## config.mk

```make
export PLATFORM = sky130hd
export DESIGN_NAME = iic_init_seq
export DESIGN_NICKNAME = d
export VERILOG_FILES = /design/src/rtl/iic_init_seq.sv
export SDC_FILE = /design/constraint.sdc
export NUM_CORES = 1
export LEC_CHECK = 0
export ABC_AREA = 1
export BUFFER_PORTS_ARGS = -buffer_cell sky130_fd_sc_hd__clkbuf_2
export CAP_MARGIN = 5
export CORE_ASPECT_RATIO = 1.25
export CORE_MARGIN = 2
export CORE_UTILIZATION = 48
export DETAILED_ROUTE_END_ITERATION = 12
export PLACE_DENSITY = 0.73
export SETUP_SLACK_MARGIN = 0.4
export SLEW_MARGIN = 20
export SYNTH_ARGS = -nofsm -noshare
export SYNTH_HDL_FRONTEND = slang
export SYNTH_SLANG_ARGS = --single-unit
```

## constraint.sdc

```tcl
create_clock -name I_clk -period 2.81 [get_ports I_clk]
set_clock_uncertainty 0.05 [all_clocks]
set_input_delay 0.4215 -clock I_clk [delete_from_list [all_inputs] [get_ports I_clk]]
set_output_delay 0.4215 -clock I_clk [all_outputs]
set_load 0.02 [all_outputs]
```

## src/rtl/iic_init_seq.sv

```systemverilog
// rtl/iic_init_seq.sv - table-driven IIC register-write sequencer in front of iic_rw
module iic_init_seq #(
    parameter int ADDRWIDTH = 16,
    parameter int NUMWIDTH  = 2,
    parameter int TABWIDTH  = 8,
    parameter int GAPCYCLES = 1000,
    parameter int MAXRETRY  = 3
) (
    input  logic                   I_clk,
    input  logic                   I_rstn,
    input  logic                   I_go,
    input  logic [TABWIDTH-1:0]    I_tablen,
    output logic                   O_busy,
    output logic                   O_done,
    output logic                   O_fail,
    output logic [TABWIDTH-1:0]    O_failidx,
    output logic [TABWIDTH-1:0]    O_tabaddr,
    input  logic [14+ADDRWIDTH:0]  I_tabdata,
    output logic [6:0]             O_device,
    output logic                   O_rw,
    output logic [ADDRWIDTH-1:0]   O_addr,
    output logic [NUMWIDTH-1:0]    O_num,
    output logic                   O_start,
    output logic [7:0]             O_databyte,
    input  logic                   I_busy,
    input  logic                   I_error
);

    localparam int GW = $clog2(GAPCYCLES + 1);
    localparam int RW = (MAXRETRY > 0) ? $clog2(MAXRETRY + 1) : 1;

    typedef enum logic [3:0] {
        S_IDLE, S_FETCH, S_LOAD, S_START, S_WAITBUSY, S_RUN, S_CHECK, S_GAP, S_DONE
    } state_t;

    state_t              state, state_n;
    logic [TABWIDTH-1:0] idx, tablen_r;
    logic [RW-1:0]       retry;
    logic [GW-1:0]       gcnt;
    logic [1:0]          wcnt;
    logic                err;
    logic                gap_retry;

    always_ff @(posedge I_clk or negedge I_rstn) begin
        if (!I_rstn) state <= S_IDLE;
        else         state <= state_n;
    end

    always_comb begin
        state_n = state;
        case (state)
            S_IDLE:     if (I_go) state_n = (I_tablen == '0) ? S_DONE : S_FETCH;
            S_FETCH:    state_n = S_LOAD;
            S_LOAD:     state_n = S_START;
            S_START:    state_n = S_WAITBUSY;
            S_WAITBUSY: begin
                if (I_busy)             state_n = S_RUN;
                else if (wcnt == 2'd3)  state_n = S_CHECK;
            end
            S_RUN:      if (!I_busy) state_n = S_CHECK;
            S_CHECK: begin
                if (!err || retry < RW'(MAXRETRY)) state_n = S_GAP;
                else                               state_n = S_DONE;
            end
            // idx was already advanced in CHECK, so this compare sees the next entry
            S_GAP: begin
                if (gcnt == GW'(GAPCYCLES - 1)) begin
                    if (gap_retry)            state_n = S_START;
                    else if (idx < tablen_r)  state_n = S_FETCH;
                    else                      state_n = S_DONE;
                end
            end
            S_DONE:     state_n = S_IDLE;
            default:    state_n = S_IDLE;
        endcase
    end

    always_ff @(posedge I_clk or negedge I_rstn) begin
        if (!I_rstn) begin
            idx        <= '0;
            tablen_r   <= '0;
            retry      <= '0;
            gcnt       <= '0;
            wcnt       <= '0;
            err        <= 1'b0;
            gap_retry  <= 1'b0;
            O_fail     <= 1'b0;
            O_failidx  <= '0;
            O_device   <= '0;
            O_addr     <= '0;
            O_databyte <= '0;
        end else begin
            case (state)
                S_IDLE: begin
                    if (I_go) begin
                        tablen_r <= I_tablen;
                        idx      <= '0;
                        retry    <= '0;
                        O_fail   <= 1'b0;
                    end
                end
                S_LOAD: begin
                    O_device   <= I_tabdata[14+ADDRWIDTH -: 7];
                    O_addr     <= I_tabdata[ADDRWIDTH+7:8];
                    O_databyte <= I_tabdata[7:0];
                end
                S_START:    wcnt <= '0;
                S_WAITBUSY: begin
                    wcnt <= wcnt + 2'd1;
                    if (!I_busy && wcnt == 2'd3) err <= 1'b1;
                end
                S_RUN:      if (!I_busy) err <= I_error;
                S_CHECK: begin
                    gcnt <= '0;
                    if (!err) begin
                        retry     <= '0;
                        idx       <= idx + 1'b1;
                        gap_retry <= 1'b0;
                    end else if (retry < RW'(MAXRETRY)) begin
                        retry     <= retry + 1'b1;
                        gap_retry <= 1'b1;
                    end else begin
                        O_fail    <= 1'b1;
                        O_failidx <= idx;
                    end
                end
                S_GAP:      gcnt <= gcnt + 1'b1;
                default: ;
            endcase
        end
    end

    assign O_busy    = (state != S_IDLE);
    assign O_done    = (state == S_DONE);
    assign O_start   = (state == S_START);
    assign O_tabaddr = idx;
    assign O_rw      = 1'b0;
    assign O_num     = NUMWIDTH'(1);

endmodule

```

==> impl_metrics.json <==
{
  "avgViaCountPerCell": 5.04,
  "cts_resized": 0,
  "slew_violations": 0,
  "globalplace.congestion": 0.880,
  "status": "complete, no violations",
  "start_util": 0.494,
  "startpoint_type": "flip-flop",
  "synth_cells": 375,
  "hpwl_um": 5730,
  "hold_viol_final": 0,
  "grtUsageTotal": 0.195,
  "fp.dieArea_um2": 8280,
  "dp_worst_setup_slack_ns": 1.12,
  "cts_tree": "yes",
  "clock_latency_ns": 0.35,
  "wirelength_um": 7590,
  "worst_pin_slew_ns": 0.918,
  "hold_path.class": "in -> async",
  "syn_area_per_cell_um2": 9.68,
  "layout_min_cycle_time_ns": 2.06,
  "netlist.area_leader.share": 0.524,
  "drive_above_1_share": 0.333,
  "cts_buffer_depth": 2,
  "cts.sinks": 76,
  "synth_flop_cell": "dfrtp_1",
  "cts_setup_buffers": 0,
  "setup_violations": 0,
  "synthArstFlopShare": 1.00,
  "p_leak_nw": 2.28,
  "yosysMostFrequentCell": "nand2_1",
  "syn2layout_area_growth_pct": 20.3,
  "timing.slew.headroom": 0.388,
  "critPathCaptureType": "primary output",
  "fin_crit_sh": 0.735,
  "diodes": 0,
  "worstPathMaxFanout": 6,
  "die_y_um": 101,
  "die_w_um": 81.8,
  "crit_type": "reg -> out",
  "drtPass1Iterations": 4,
  "rrSetupSlack_ns": 1.13,
  "post-route-util": 0.594,
  "htreeDepth": 3,
  "power_density_nw_per_um2": 1030,
  "layoutNonFillerInstCount": 569,
  "grt_pass1_vias": 2743,
  "yosysWarnings": 0,
  "rsz0062_at_grt": "false",
  "ys_seq_elements": 76,
  "ios": 98,
  "arrival_ns": 1.59,
  "clock-root-buffer": "clkbuf_8",
  "coreArea_um2": 7360,
  "layout_setup_ws_ns": 0.746,
  "antenna_left": 0,
  "nets": 528,
  "synth_area_leaders": "dfrtp_1 (52%), mux2_2 (9.6%), nand2_1 (8.0%)",
  "drt_iter0_drc": 85,
  "wl_per_cell_um": 13.3,
  "path_clk_slew_ns": 0.08,
  "postCtsHoldBufs": 0,
  "grt_pass1_wl_um": 12300,
  "ys_seq_area_frac": 0.524,
  "final.setup.tns_ns": 0,
  "grt-ovfl-total": 0,
  "numPlacedInstances": 554,
  "grt_max_degree": 77,
  "antenna_found_initial": 0,
  "power_mw": 4.48,
  "synth.distinct_cells": 33,
  "yosysTopAreaCell": "dfrtp_1",
  "vias": 2869,
  "cts_buffers": 9,
  "cp_data_required_time_ns": 2.34,
  "maxCapViolCount": 0,
  "num_rows": 35,
  "io_buffers": 94,
  "synth_edf_count": 0,
  "fmax_ghz": 0.484,
  "synthTopCellsByCount": "nand2_1 (77), dfrtp_1 (76), inv_1 (45)",
  "peakVddDrop_mv": 0.545,
  "drc": 0,
  "synth_area_um2": 3630
}
## report_power, final
| group | switching [mW] | internal [mW] | total [mW] |
|---|---|---|---|
| clock | 0.403 | 0.496 | 0.900 |
| combinational | 1.12 | 0.728 | 1.85 |
| sequential | 0.244 | 1.49 | 1.73 |
| total | 1.77 | 2.71 | 4.48 |
## metal layers
metal	part of all wire	routed length, um	track usage	up-vias
li1	-	-	-	1422
met1	0.42	3200	0.233	1321
met2	0.48	3670	0.317	101
met3	0.063	477	0.0517	25
met4	0.032	244	0.105	0
met5	0	0	0	-
## cell families after synthesis
family,count (synthesis),synth area share
and+or+nand+nor,140,0.181
DFF,76,0.524
buffers and inverters,59,0.0748
AOI/OAI and AO/OA,55,0.0824
muxes,31,0.0961
adders and majority gates,11,0.0379
other,2,0.00207
xor gates and xnor gates,1,0.00241
## state kept, by name (all words and copies together) (netlist names)
signal,count
state,4
gcnt,10
tablen_r,8
retry,2
err,1
wcnt,2
O_fail,1
O_tabaddr,8
gap_retry,1
O_databyte,8
O_device,7
O_addr,16
O_failidx,8
## final timing paths
kind                          startpoint           end  cells past startpoint
max                             state[0]       O_start                      3
min in group I_clk         I_tabdata[19]    O_addr[11]                      2
max in group asynchronous         I_rstn       gcnt[5]                      1
min reg2reg                 O_failidx[3]  O_failidx[3]                      2
max reg2reg                 O_tabaddr[2]  O_tabaddr[7]                      7
min                               I_rstn       wcnt[1]                      1
## cell usage in the layout (no fill, tap or decap), drive strengths merged
cell / instances
clkinv: 1
nand4: 8
o32ai: 1
clkinvlp: 2
ha: 11
o31ai: 1
nand2: 85
nor2: 26
a31oi: 2
o22ai: 1
o211ai: 1
bufinv: 2
buf: 2
conb: 3
mux2: 31
dfrtp: 76
inv: 51
nor3: 8
xor2: 1
o221ai: 1
clkbuf: 102
nand3: 11
o21ai: 30
a21oi: 16
a22o: 2
nor4: 2
## metrics by stage
step           instance area [um2]  hold slack [ns]
6_report                      4370            0.139
3_5_place_dp                  4160            0.416
2_1_floorplan                 3630           0.0759
3_3_place_gp                  4160            0.411
5_1_grt                       4370            0.230
4_1_cts                       4370            0.198
## area by class of cell
cell class	instances	area [um2]
timing repair buffer	95	480
tap	92	115
fill	632	2990
inverter	50	198
sequential	76	1900
clock inverter	6	88.8
multi-input combinational	241	1460
clock buffer	9	124
## critical path: stages (launching register included)
cell and delay, ns:
dfrtp_1 0.49, nand2_1 0.15, nor3_1 0.36, clkbuf_2 0.25
No activity file was read; power rests on OpenSTA's default activity.
